==> config.mk <==
export PLATFORM = sky130hd
export DESIGN_NAME = traffic_signal_actuated
export DESIGN_NICKNAME = d
export VERILOG_FILES = /design/src/rtl/traffic_signal_actuated.sv
export SDC_FILE = /design/constraint.sdc
export NUM_CORES = 1
export LEC_CHECK = 0
export CAP_MARGIN = 0
export CORE_MARGIN = 3
export CORE_UTILIZATION = 37
export DETAILED_ROUTE_END_ITERATION = 7
export GPL_ROUTABILITY_DRIVEN = 0
export GPL_TIMING_DRIVEN = 0
export PLACE_DENSITY = 0.95
export REMOVE_ABC_BUFFERS = 1
export SLEW_MARGIN = 20
export SYNTH_ARGS = -nofsm -noshare
export SYNTH_HDL_FRONTEND = slang
export SYNTH_SLANG_ARGS = --single-unit
==> constraint.sdc <==
create_clock -name clk -period 6.57 [get_ports clk]
set_input_delay 1.6425 -clock clk [delete_from_list [all_inputs] [get_ports clk]]
set_output_delay 1.6425 -clock clk [all_outputs]
set_load 0.005 [all_outputs]
==> src/rtl/traffic_signal_actuated.sv <==
// Sensor-actuated four-way signal controller: NS/EW axes with optional protected left,
// min/max green with gap-out, and occupancy-extended all-stop clearance.
module traffic_signal_actuated #(
    parameter int CNT_W      = 8,
    parameter int MIN_GREEN  = 4,
    parameter int MAX_GREEN  = 16,
    parameter int LEFT_TIME  = 3,
    parameter int CLEAR_TIME = 2,
    parameter int CLEAR_MAX  = 8,
    parameter int LEFT_EN    = 1
) (
    input  logic        clk,
    input  logic        rst,
    input  logic [7:0]  sensor_light,
    input  logic [29:0] general_sensors,
    output logic [2:0]  outN,
    output logic [2:0]  outS,
    output logic [2:0]  outE,
    output logic [2:0]  outW,
    output logic [29:0] debug_port
);

    typedef enum logic [2:0] {
        ST_STARTUP  = 3'd0,
        ST_NS_LEFT  = 3'd1,
        ST_NS_GREEN = 3'd2,
        ST_NS_CLEAR = 3'd3,
        ST_EW_LEFT  = 3'd4,
        ST_EW_GREEN = 3'd5,
        ST_EW_CLEAR = 3'd6
    } state_t;

    localparam logic [2:0] C_STOP = 3'b000;
    localparam logic [2:0] C_LEFT = 3'b010;
    localparam logic [2:0] C_GO   = 3'b100;

    localparam longint CMAX = (64'd1 << CNT_W) - 1;

    if (CNT_W < 1 || CNT_W > 19 ||
        MIN_GREEN < 1 || MAX_GREEN < 1 || LEFT_TIME < 1 ||
        CLEAR_TIME < 1 || CLEAR_MAX < CLEAR_TIME ||
        longint'(MIN_GREEN - 1) > CMAX || longint'(MAX_GREEN - 1) > CMAX ||
        longint'(LEFT_TIME - 1) > CMAX || longint'(CLEAR_TIME - 1) > CMAX ||
        longint'(CLEAR_MAX - 1) > CMAX) begin : g_param_err
        $error("traffic_signal_actuated: timing parameter does not fit CNT_W");
    end

    localparam logic [CNT_W-1:0] K_MIN  = CNT_W'(MIN_GREEN - 1);
    localparam logic [CNT_W-1:0] K_MAX  = CNT_W'(MAX_GREEN - 1);
    localparam logic [CNT_W-1:0] K_LEFT = CNT_W'(LEFT_TIME - 1);
    localparam logic [CNT_W-1:0] K_CLR  = CNT_W'(CLEAR_TIME - 1);
    localparam logic [CNT_W-1:0] K_CLRM = CNT_W'(CLEAR_MAX - 1);

    localparam state_t NS_ENTRY = (LEFT_EN != 0) ? ST_NS_LEFT : ST_NS_GREEN;
    localparam state_t EW_ENTRY = (LEFT_EN != 0) ? ST_EW_LEFT : ST_EW_GREEN;

    state_t             r_state;
    state_t             w_next;
    logic [CNT_W-1:0]   r_cnt;
    logic               w_nsd;
    logic               w_ewd;
    logic               w_occ;
    logic               w_ns_exit;
    logic               w_ew_exit;
    logic               w_clr_done;
    logic               w_unused;

    assign w_nsd = sensor_light[4] | sensor_light[6];
    assign w_ewd = sensor_light[5] | sensor_light[7];
    assign w_occ = |sensor_light[3:0];

    // Green ends only if the opposing axis is waiting; otherwise rest in green.
    assign w_ns_exit  = w_ewd && ((r_cnt >= K_MIN && !w_nsd) || r_cnt >= K_MAX);
    assign w_ew_exit  = w_nsd && ((r_cnt >= K_MIN && !w_ewd) || r_cnt >= K_MAX);
    assign w_clr_done = (r_cnt >= K_CLR && !w_occ) || (r_cnt == K_CLRM);

    assign w_unused = ^general_sensors;

    always_ff @(posedge clk or negedge rst) begin
        if (!rst) begin
            r_state <= ST_STARTUP;
            r_cnt   <= '0;
        end else begin
            r_state <= w_next;
            if (w_next != r_state)
                r_cnt <= '0;
            else if (r_cnt != {CNT_W{1'b1}})
                r_cnt <= r_cnt + 1'b1;
        end
    end

    always_comb begin
        w_next = r_state;
        case (r_state)
            ST_STARTUP:  if (r_cnt == K_CLR) w_next = (w_nsd || !w_ewd) ? NS_ENTRY : EW_ENTRY;
            ST_NS_LEFT:  if (r_cnt == K_LEFT) w_next = ST_NS_GREEN;
            ST_NS_GREEN: if (w_ns_exit) w_next = ST_NS_CLEAR;
            ST_NS_CLEAR: if (w_clr_done) w_next = EW_ENTRY;
            ST_EW_LEFT:  if (r_cnt == K_LEFT) w_next = ST_EW_GREEN;
            ST_EW_GREEN: if (w_ew_exit) w_next = ST_EW_CLEAR;
            ST_EW_CLEAR: if (w_clr_done) w_next = NS_ENTRY;
            default:     w_next = ST_STARTUP;
        endcase
    end

    always_comb begin
        outN = C_STOP;
        outS = C_STOP;
        outE = C_STOP;
        outW = C_STOP;
        case (r_state)
            ST_NS_LEFT:  begin outN = C_LEFT; outS = C_LEFT; end
            ST_NS_GREEN: begin outN = C_GO;   outS = C_GO;   end
            ST_EW_LEFT:  begin outE = C_LEFT; outW = C_LEFT; end
            ST_EW_GREEN: begin outE = C_GO;   outW = C_GO;   end
            default:     ;
        endcase
    end

    assign debug_port = 30'({r_cnt, r_state, sensor_light});

endmodule

# Yosys cells after proc, flatten, opt, wreduce, memory -nomap -nowiden
# Index checks and enable logic that the tools add are counted.
dict set report word_totals {
  in_bits 40
  wordCells 47
  regBits 11
  out_inout_bits 42
}
dict set report classes {
  n_bitwise 2
  n_lt_le_gt_ge 3
  muxes 13
  add_sub_neg 1
  reduce_logical 15
  n_eq_ne 11
}
# op n
set ops {}
lappend ops {{two-way mux 3 bit} 8}
lappend ops {{case mux 3 bit (7 select lines)} 1}
lappend ops {{two-way mux 8 bit} 2}
lappend ops {{case mux 3 bit (2 select lines)} 2}
lappend ops {{equality test 3 bit (second input constant)} 3}
lappend ops {{adder 8 x 1 -> 8 bit (second input constant)} 1}
lappend ops {{equality test 8 x 1 -> 1 bit (second input constant)} 1}
lappend ops {{equality test 8 x 2 -> 1 bit (second input constant)} 1}
lappend ops {{equality test 8 x 3 -> 1 bit (second input constant)} 1}
lappend ops {{greater-or-equal comparator 8 x 1 -> 1 bit (second input constant)} 1}
lappend ops {{greater-or-equal comparator 8 x 2 -> 1 bit (second input constant)} 1}
lappend ops {{greater-or-equal comparator 8 x 4 -> 1 bit (second input constant)} 1}
lappend ops {{!= test 8 bit (second input constant)} 1}
lappend ops {{equality test 3 x 2 -> 1 bit (second input constant)} 2}
lappend ops {{logical AND 1 bit} 5}
lappend ops {{logical OR 1 bit} 4}
lappend ops {{OR reduction 4 bit} 1}
lappend ops {{equality test 3 x 1 -> 1 bit (second input constant)} 1}
lappend ops {{logical NOT 1 bit} 3}
lappend ops {{logical NOT 3 bit} 1}
lappend ops {{!= test 3 bit} 1}
lappend ops {{bitwise OR 1 bit} 2}
lappend ops {{nonzero test 2 bit} 1}

# Longest topological paths before layout
# Gate-level depths: netlist (run 1).
dict set report logic_depth {
  depth_word 9
  depth_mapped 8
  mapped_depth_nobuf 8
}

# Worst setup path before layout (run 1)
# Ideal clock, no wire load.
dict set report synth_path {
  kind {in2out}
  startpoint {input sensor_light[0]}
  endpoint {output debug_port[0]}
  slack_ns 3.174
  required_time_ns 4.927
  t_arrival_ns 1.753
  path_buffers 1
  cell_stages 1
  path_cell_list {buf_4}
}
# item line_no
set synth_rtl {}
lappend synth_rtl {{from (decl)} 14} ;# input logic [7:0] sensor_light,
lappend synth_rtl {{to (decl)} 20} ;# output logic [29:0] debug_port
# No word-level cell between the ends.

# Worst setup path after layout (run 1)
dict set report layout_path {
  startpoint {input sensor_light[4]}
  endpoint {output debug_port[4]}
}
# No word-level cell between the ends.

==> flow_summary_export.csv, run 1 <==
group,metric,value,unit
setup_path,worst_ep_required_time,4.93,ns
floorplanning,rows,19,
global_route,globalRouteOverflowTotal,0,
synthesis,synth_edf_count,0,
synthesis,synthFlopType,"dfrtp_1",
timing,rsz0062_at_grt,"no",
clock_tree,cts_tree,"done",
global_route,grt_max_degree,15,
route,drt-pass1-iter-count,4,
final_layout,nFillCells,284,
clock_tree,cts_resized,0,
clock_tree,clkSlewWorstSetupHoldPaths,0.07,ns
clock_tree,cts_buffers,3,
final_layout,final_nets,196,
route,via_per_inst,5.24,
synthesis,synth_common_cells,"buf_4 (29), dfrtp_1 (11), nor2_1 (7), nor3_1 (7)",
setup_path,start_kind,"input port",
final_layout,stdcell_count,182,
floorplanning,die_w,60.6,um
setup_path,crit_cells,2,
power,power.density,304,nW/um^2
synthesis,synth_seq_area_share,0.249,
timing,worst_slew_pin_slew,0.501,ns
global_route,grt_antenna_before_repair,0,
timing,slew_headroom,0.665,
final_layout,area_growth_syn_to_layout,22.0,%
clock_tree,cts.sinks,11,
timing,fin_crit_sh,0.664,
route,drtIter0Drc,95,
timing,fmax,229,MHz
worst_hold_path,hold_depth,2,
route,postRouteAntennaNets,0,
route,wl_per_cell,12.9,um
clock_tree,clockRootBuffer,"clkbuf_4",
setup_path,slowest_stage,"clkdlybuf4s50_1",
power,leakage,0.554,nW
synthesis,yosysMostFrequentCell,"buf_4",
final_layout,drive_gt1_frac,0.0927,
global_route,grt_pass1_vias,827,
timing,hold_violations,0,
timing,min_period,4.36,ns
placed_design,io_buffer_count,36,
placed_design,pre_cts_slack,2.21,ns
power,ir_worst_vdd,0.139,mV
timing,clock_skew,0.00477,ns
setup_path,path_buf_inv,2,
setup_path,cpPeakStageDelay,0.55,ns
status,outcome,"finished, final reports clean",
synthesis,yosysTopAreaCell,"dfrtp_1",
setup_path,ff2ff_path_depth,6,
synthesis,yosysWarnings,0,
route,drc,0,
timing,tns,0,ns
route,vias,953,
setup_path,cp_max_fo,5,
setup_path,crit_family,"buffers and inverters",
clock_tree,clk_path_buf_depth,2,
synthesis,ys_ff_latch,11,
clock_tree,clk_latency,0.27,ns
synthesis,netlist_area,1100,sq um
clock_tree,htreeDepth,1,
route,wirelength,2.35,mm
synthesis,synth.distinct_cells,44,
global_route,track_usage,0.134,
floorplanning,die_h,60.6,um
timing,drv_slew,0,
placed_design,placed_cells,178,
clock_tree,cts.hold.buffers_added,0,
clock_tree,post-cts-setup-buffers,0,
floorplanning,core,2810,sq um
flow_run,max-cap-violations,0,
timing,setup_viol,0,
placed_design,place_hpwl,1.88,mm
setup_path,criticalPathCategory,"in -> out",
setup_path,crit_top_cell,"clkdlybuf4s50_1",
floorplanning,pin_count,82,
floorplanning,start_util,0.394,
floorplanning,dieArea,3680,sq um
timing,finalWorstSetupSlack,2.21,ns
global_route,grt_pass1_wl,3.79,mm
worst_hold_path,holdCritPathClass,"reg -> reg",
setup_path,path_cells,"clkdlybuf4s50_1 -> clkdlybuf4s50_1",
synthesis,async_flop_share,1.00,
synthesis,synth_area_per_cell,8.63,sq um
synthesis,synthTopCellsByArea,"dfrtp_1 (25%), buf_4 (20%), ha_1 (4.5%)",
synthesis,netlist_instances,128,
final_layout,n_antenna_cell,0,
synthesis,synth_top_area_share,0.249,
setup_path,crit_arrival,2.72,ns
setup_path,end_kind,"output pin",
==> state kept, by name, indices dropped and copies added, names as in the netlist <==
| register | count |
|---|---|
| r_cnt | 8 |
| r_state | 3 |
==> stage by stage <==
step / hold WS, ns / instance area, sq um / power (mW) / util
after floorplan: 0.600 / 921 / 0.256 / -
after global placement: 0.606 / 1320 / 0.354 / 0.471
after detailed placement: 0.610 / 1320 / 0.364 / 0.471
after CTS: 0.621 / 1350 / 0.411 / 0.480
after global routing: 0.668 / 1350 / 0.445 / 0.480
final: 0.617 / 1350 / 0.409 / 0.480
==> worst register-to-register path: cells and delay by family (launching register included) <==
| family | cells | cell delay, ns |
|---|---|---|
| simple gates | 3 | 1.03 |
| compound gates | 3 | 0.80 |
| flops | 1 | 0.43 |
==> layout by cell type, fill, tap and decap left out, types with 2 or more instances in the layout <==
master           synthesis  routed
nand2_1                  6       6
ha_1                     4       4
and3_1                   4       4
nor3b_1                  2       2
clkbuf_4                 0       3
xor2_1                   2       2
a21oi_2                  2       2
nor4_1                   4       4
nand3_1                  4       4
clkdlybuf4s50_1          0      36
a21oi_1                  3       3
conb_1                   1      15
o21ai_0                  6       6
nand4_1                  2       2
inv_1                    6       6
nor2_1                   7       7
nor3_1                   7       7
dfrtp_1                 11      11
nand3b_1                 2       2
==> report_power, final <==
group | internal (mW) | switching [mW]
registers | 0.0841 | 0.0361
clock network | 0.0225 | 0.0220
logic | 0.125 | 0.119
==> cell families (layout without fill, tap and decap cells) <==
kind of cell	after synthesis	in the layout	synth area share
XOR/XNOR	3	3	0.0238
other	1	15	0.00339
multiplexers	1	1	0.00906
AO/OA/AOI/OAI	25	25	0.199
adder cells (fa/ha/maj)	4	4	0.0453
flip-flops	11	11	0.249
buffers and inverters	37	46	0.234
AND/OR/NAND/NOR	46	46	0.236
==> path summary, 6_finish.rpt <==
check / start / to / slack, ns
setup / recovery: sensor_light[4] / debug_port[4] / 2.21
hold / removal: r_cnt[7] / r_cnt[7] / 0.62
setup reg to reg: r_cnt[6] / r_cnt[0] / 4.21
hold reg to reg: r_cnt[7] / r_cnt[7] / 0.62
max in group asynchronous: rst / r_state[2] / 4.52
min in group asynchronous: rst / r_cnt[7] / 1.71
==> routing by layer <==
layer | global-route usage | wire length, um | up-vias
met3 | 0.0468 | 140 | 0
met2 | 0.220 | 1170 | 34
met5 | 0 | 0 | -
li1 | - | - | 469
met4 | 0.0186 | 0 | 0
met1 | 0.176 | 1030 | 450
==> final cells by class <==
cell class / count / area (sq um) / area share
Sequential cell: 11 / 275 / 0.204
Clock inverter: 1 / 5.00 / 0.00371
Inverter: 6 / 22.5 / 0.0167
Multi-Input combinational cell: 94 / 623 / 0.462
Timing Repair Buffer: 36 / 360 / 0.267
Clock buffer: 3 / 22.5 / 0.0167
Tap cell: 31 / 38.8 / 0.0288
No activity file was read; power rests on OpenSTA's default activity.
==> run 2, diff against run 1 <==
--- a/config.mk
+++ b/config.mk
@@ -7,11 +7,11 @@
 export LEC_CHECK = 0
 export CAP_MARGIN = 0
 export CORE_MARGIN = 3
-export CORE_UTILIZATION = 37
+export CORE_UTILIZATION = 31
 export DETAILED_ROUTE_END_ITERATION = 7
 export GPL_ROUTABILITY_DRIVEN = 0
 export GPL_TIMING_DRIVEN = 0
-export PLACE_DENSITY = 0.95
+export PLACE_DENSITY = 0.86
 export REMOVE_ABC_BUFFERS = 1
 export SLEW_MARGIN = 20
 export SYNTH_ARGS = -nofsm -noshare
==> constraint.sdc (replaced) <==
create_clock -name clk -period 3.54 [get_ports clk]
set_input_delay 0.885 -clock clk [delete_from_list [all_inputs] [get_ports clk]]
set_output_delay 0.885 -clock clk [all_outputs]
set_load 0.005 [all_outputs]
==> run 2 against run 1 <==
  * Clock skew up 0.0074 ns
  * Clock-buffer cell count stayed put
  * Worst setup slack lost 1.5 ns
  * Utilization decreased by 7.7 points
  * Critical path depth stayed put
  * Die area increased by 17%
  * Wire length grew 3.3%
  * Critical endpoint unchanged
  * Highest routed layer is now met4
==> flow_summary_export.csv, run 2 (synthesis results as in run 1) <==
group,metric,value,unit
flow_run,max-cap-violations,0,
placed_design,placed_cells,193,
clock_tree,cts.hold.buffers_added,0,
clock_tree,htreeDepth,1,
clock_tree,cts.sinks,11,
setup_path,criticalPathCategory,"in -> out",
power,power.density,557,nW/um^2
timing,tns,0,ns
setup_path,path_cells,"clkdlybuf4s50_1 -> clkdlybuf4s50_1",
timing,fin_crit_sh,0.803,
power,ir_worst_vdd,0.330,mV
floorplanning,rows,21,
status,outcome,"finished, final reports clean",
clock_tree,cts_resized,0,
setup_path,cpPeakStageDelay,0.54,ns
placed_design,place_hpwl,1.96,mm
clock_tree,clk_path_buf_depth,2,
route,drtIter0Drc,23,
placed_design,pre_cts_slack,0.613,ns
setup_path,path_buf_inv,2,
setup_path,crit_arrival,1.96,ns
final_layout,final_nets,196,
route,via_per_inst,4.92,
global_route,globalRouteOverflowTotal,0,
timing,min_period,2.84,ns
route,wl_per_cell,12.3,um
route,drc,0,
global_route,grt_max_degree,15,
timing,setup_viol,0,
final_layout,area_growth_syn_to_layout,23.7,%
final_layout,drive_gt1_frac,0.0927,
timing,drv_slew,0,
final_layout,stdcell_count,197,
final_layout,multi_input_area,623,sq um
setup_path,start_kind,"input port",
global_route,grt_antenna_before_repair,0,
setup_path,slowest_stage,"clkdlybuf4s50_1",
final_layout,layout_commonest_cell,"clkdlybuf4s50_1",
route,postRouteAntennaNets,0,
clock_tree,cts_buffers,3,
timing,clock_skew,0.0122,ns
global_route,track_usage,0.120,
clock_tree,clk_latency,0.28,ns
setup_path,crit_family,"buffers and inverters",
setup_path,end_kind,"output pin",
final_layout,largest_register,"r_cnt",
floorplanning,die_w,65.7,um
clock_tree,post-cts-setup-buffers,0,
route,vias,970,
floorplanning,pin_count,82,
floorplanning,start_util,0.326,
setup_path,worst_ep_required_time,2.65,ns
timing,rsz0062_at_grt,"no",
setup_path,cp_max_fo,5,
global_route,grt_pass1_wl,4.14,mm
worst_hold_path,holdCritPathClass,"reg -> reg",
timing,finalWorstSetupSlack,0.696,ns
clock_tree,cts_tree,"done",
route,drt-pass1-iter-count,4,
setup_path,crit_top_cell,"clkdlybuf4s50_1",
final_layout,nFillCells,355,
floorplanning,core,3390,sq um
final_layout,top_regs,"r_cnt (8), r_state (3)",
timing,hold_violations,0,
clock_tree,clkSlewWorstSetupHoldPaths,0.08,ns
global_route,grt_pass1_vias,918,
power,leakage,0.554,nW
clock_tree,clockRootBuffer,"clkbuf_4",
floorplanning,dieArea,4320,sq um
timing,fmax,352,MHz
final_layout,largest_reg_flops,8,
timing,worst_slew_pin_slew,0.513,ns
final_layout,mostFrequentLayoutCells,"clkdlybuf4s50_1 (36), conb_1 (15), dfrtp_1 (11)",
final_layout,n_antenna_cell,0,
timing,hold_slack,0.626,ns
placed_design,place_area,1340,sq um
placed_design,io_buffer_count,36,
timing,slew_headroom,0.657,
final_layout,seq_area,275,sq um
floorplanning,die_h,65.7,um
final_layout,stdcell_area,1370,sq um
route,wirelength,2.43,mm
==> run 2: cell counts in the layout (fill, tap and decap cells not counted) <==
Identical to the previous run, type by type.
==> run 2: worst paths after layout <==
kind | start | endpoint | slack (ns) | cells after the start
setup reg to reg | r_cnt[6] | r_cnt[4] | 1.23 | 6
hold / removal | r_cnt[7] | r_cnt[7] | 0.63 | 2
setup / recovery | sensor_light[4] | debug_port[4] | 0.70 | 2
hold reg to reg | r_cnt[7] | r_cnt[7] | 0.63 | 2
max in group asynchronous | rst | r_state[0] | 2.25 | 1
min in group asynchronous | rst | r_cnt[3] | 0.94 | 1
==> run 2: report_power, final <==
part	internal [mW]	leakage [nW]	switching (mW)	total, mW
Sequential	0.156	0.146	0.0645	0.221
Combinational	0.233	0.390	0.220	0.453
Clock	0.0419	0.0177	0.0462	0.0881
==> run 2: layout make-up <==
type	count	share of cell area
clock buffer	3	0.0165
clock inverter	1	0.00366
inverter	6	0.0165
multi-input combinational	94	0.456
sequential	11	0.201
tap	46	0.0421
timing repair buffer	36	0.264
==> run 2: metrics by stage <==
step	util	power, mW
3_5_place_dp	0.395	0.677
4_1_cts	0.403	0.767
2_1_floorplan	-	0.475
3_3_place_gp	0.395	0.662
5_1_grt	0.403	0.834
6_report	0.403	0.761
==> run 2: per-layer routing <==
metal	vias up	GRT usage	share of wire
li1	464	-	-
met1	473	0.152	0.43
met2	30	0.204	0.51
met3	3	0.0359	0.059
met4	0	0.0155	0.0037
met5	-	0	0
==> run 3, diff against run 2 <==
==> constraint.sdc (replaced) <==
create_clock -name clk -period 2.3 [get_ports clk]
set_input_delay 0.575 -clock clk [delete_from_list [all_inputs] [get_ports clk]]
set_output_delay 0.575 -clock clk [all_outputs]
set_load 0.005 [all_outputs]
==> run 3 against run 2 <==
  * Worst setup slack got worse by 0.66 ns
  * Clock power rose by 56%
  * Die area did not move
  * Hold slack barely moved
  * Critical endpoint is now r_cnt[4]
  * Largest power group unchanged
==> flow_summary_export.csv, run 3 (synthesis results as in run 1) <==
group,metric,value,unit
timing,setup_viol,0,
floorplanning,die_w,65.7,um
timing,rsz0062_at_grt,"yes",
clock_tree,cts_buffers,3,
route,via_per_inst,4.91,
global_route,busiest_layer,"met2",
power,sw_frac_of_total,0.446,
timing,min_period,2.27,ns
flow_run,max-cap-violations,0,
route,drc,0,
route,drt-pass1-iter-count,4,
power,power_switching,0.593,mW
global_route,grt_pass1_wl,4.14,mm
power,seq_power_share,0.270,
clock_tree,cts.hold.buffers_added,0,
route,postRouteAntennaNets,0,
timing,slew_headroom,0.660,
power,finalPower,1.33,mW
timing,worst_slew_pin_slew,0.508,ns
timing,hold_violations,0,
setup_path,cpPeakStageDelay,0.61,ns
setup_path,path_cells,"or4_4 -> or3_4 -> a21oi_2 -> a211oi_2 -> a22oi_4 -> nor3_1",
clock_tree,clockRootBuffer,"clkbuf_4",
setup_path,slowest_stage,"or4_4",
global_route,grt_pass1_vias,918,
floorplanning,core,3390,sq um
clock_tree,clk_path_buf_depth,2,
floorplanning,rows,21,
final_layout,largest_reg_flops,8,
route,wl_per_cell,13.4,um
power,power_frac_clock,0.103,
timing,hold_slack,0.626,ns
final_layout,layout_commonest_cell,"clkdlybuf4s50_1",
final_layout,n_antenna_cell,0,
setup_path,worst_ep_required_time,2.45,ns
clock_tree,cts_tree,"done",
final_layout,top_regs,"r_cnt (8), r_state (3)",
clock_tree,clkSlewWorstSetupHoldPaths,0.08,ns
placed_design,pre_cts_slack,-0.317,ns
floorplanning,die_h,65.7,um
final_layout,drive_gt1_frac,0.232,
final_layout,final_nets,200,
power,leakage,0.605,nW
global_route,grtUsageMet3,0.0359,
timing,clock_skew,0.0114,ns
global_route,globalRouteOverflowTotal,0,
global_route,grt_use_met2,0.204,
final_layout,stdcell_count,201,
global_route,track_usage,0.120,
final_layout,mostFrequentLayoutCells,"clkdlybuf4s50_1 (35), conb_1 (15), nor2_1 (7), dfrtp_1 (7)",
placed_design,place_hpwl,1.96,mm
setup_path,start_kind,"flip-flop",
route,drtIter0Drc,20,
setup_path,crit_family,"simple AND/OR/NAND/NOR gates",
final_layout,area_growth_syn_to_layout,37.7,%
setup_path,cp_max_fo,8,
clock_tree,cts.sinks,11,
setup_path,crit_arrival,2.42,ns
power,ir_worst_vdd,0.519,mV
power,p_int,0.738,mW
floorplanning,dieArea,4320,sq um
global_route,met1_usage,0.152,
floorplanning,start_util,0.326,
floorplanning,pin_count,82,
setup_path,criticalPathCategory,"reg -> reg",
timing,fmax,441,MHz
global_route,grt_max_degree,15,
timing,fin_crit_sh,0.986,
worst_hold_path,holdCritPathClass,"in -> async",
timing,finalWorstSetupSlack,0.0314,ns
final_layout,largest_register,"r_cnt",
final_layout,nFillCells,345,
timing,tns,0,ns
route,wirelength,2.69,mm
power,power.density,875,nW/um^2
clock_tree,clk_latency,0.28,ns
timing,drv_slew,0,
status,outcome,"finished, final reports clean",
power,comb_power_share,0.627,
setup_path,path_buf_inv,0,
clock_tree,htreeDepth,1,
setup_path,end_kind,"flip-flop",
placed_design,io_buffer_count,36,
global_route,grt_antenna_before_repair,0,
route,vias,987,
placed_design,placed_cells,193,
[run 3: cell types whose count changed in the layout (fill, tap and decap cells not counted), sizes merged]
cell	delta
buf	+4
clkdlybuf4s50	-1
dlymetal6s2s	+1
[run 3: metal layers]
metal	vias up	wire, um
li1	474	-
met1	484	1170
met2	26	1370
met3	3	141
met4	0	9
met5	-	0
[run 3: power by group through the flow]
| stage | Combinational [mW] | Sequential, mW | Clock, mW |
|---|---|---|---|
| after floorplan | 0.407 | 0.323 | 0 |
| after global placement | 0.679 | 0.341 | 0 |
| after detailed placement | 0.697 | 0.344 | 0 |
| after CTS | 0.704 | 0.345 | 0.139 |
| after global routing | 0.908 | 0.372 | 0.153 |
| final | 0.834 | 0.359 | 0.137 |
[run 3: worst paths after layout]
| path | end | slack [ns] | depth (start not counted) | start |
|---|---|---|---|---|
| max | r_cnt[4] | 0.03 | 6 | r_cnt[6] |
| min | r_cnt[3] | 0.63 | 1 | rst |
| max reg2reg | r_cnt[4] | 0.03 | 6 | r_cnt[6] |
| min reg2reg | r_cnt[6] | 0.64 | 3 | r_cnt[6] |
| max in group asynchronous | r_state[0] | 1.29 | 1 | rst |
| min in group clk | r_cnt[6] | 0.64 | 3 | r_cnt[6] |
[run 3: stage by stage]
step	utilization	cell area [sq um]
CTS	0.405	1370
global route	0.449	1520
detailed placement	0.395	1340
global placement	0.395	1340
finish	0.449	1520
floorplan	-	921
[run 3: area by class of cell]
type / instances / area (sq um) / share of cell area
Clock buffer: 3 / 22.5 / 0.0148
Clock inverter: 1 / 5.00 / 0.00329
Inverter: 6 / 22.5 / 0.0148
Multi-Input combinational cell: 94 / 737 / 0.484
Sequential cell: 11 / 280 / 0.184
Tap cell: 46 / 57.6 / 0.0378
Timing Repair Buffer: 40 / 397 / 0.261
[run 3: what timing repair did]
item,CTS,global route
resized for setup,2,24
setup endpoints to repair,12,14
setup buffers,0,4
pin swaps,0,4
[run 3: worst register-to-register path, cell delays in order (launching register included)]
cell and delay [ns]:
dfrtp_2 0.44, or4_4 0.61, or3_4 0.40, a21oi_2 0.16
a211oi_2 0.07, a22oi_4 0.36, nor3_1 0.12
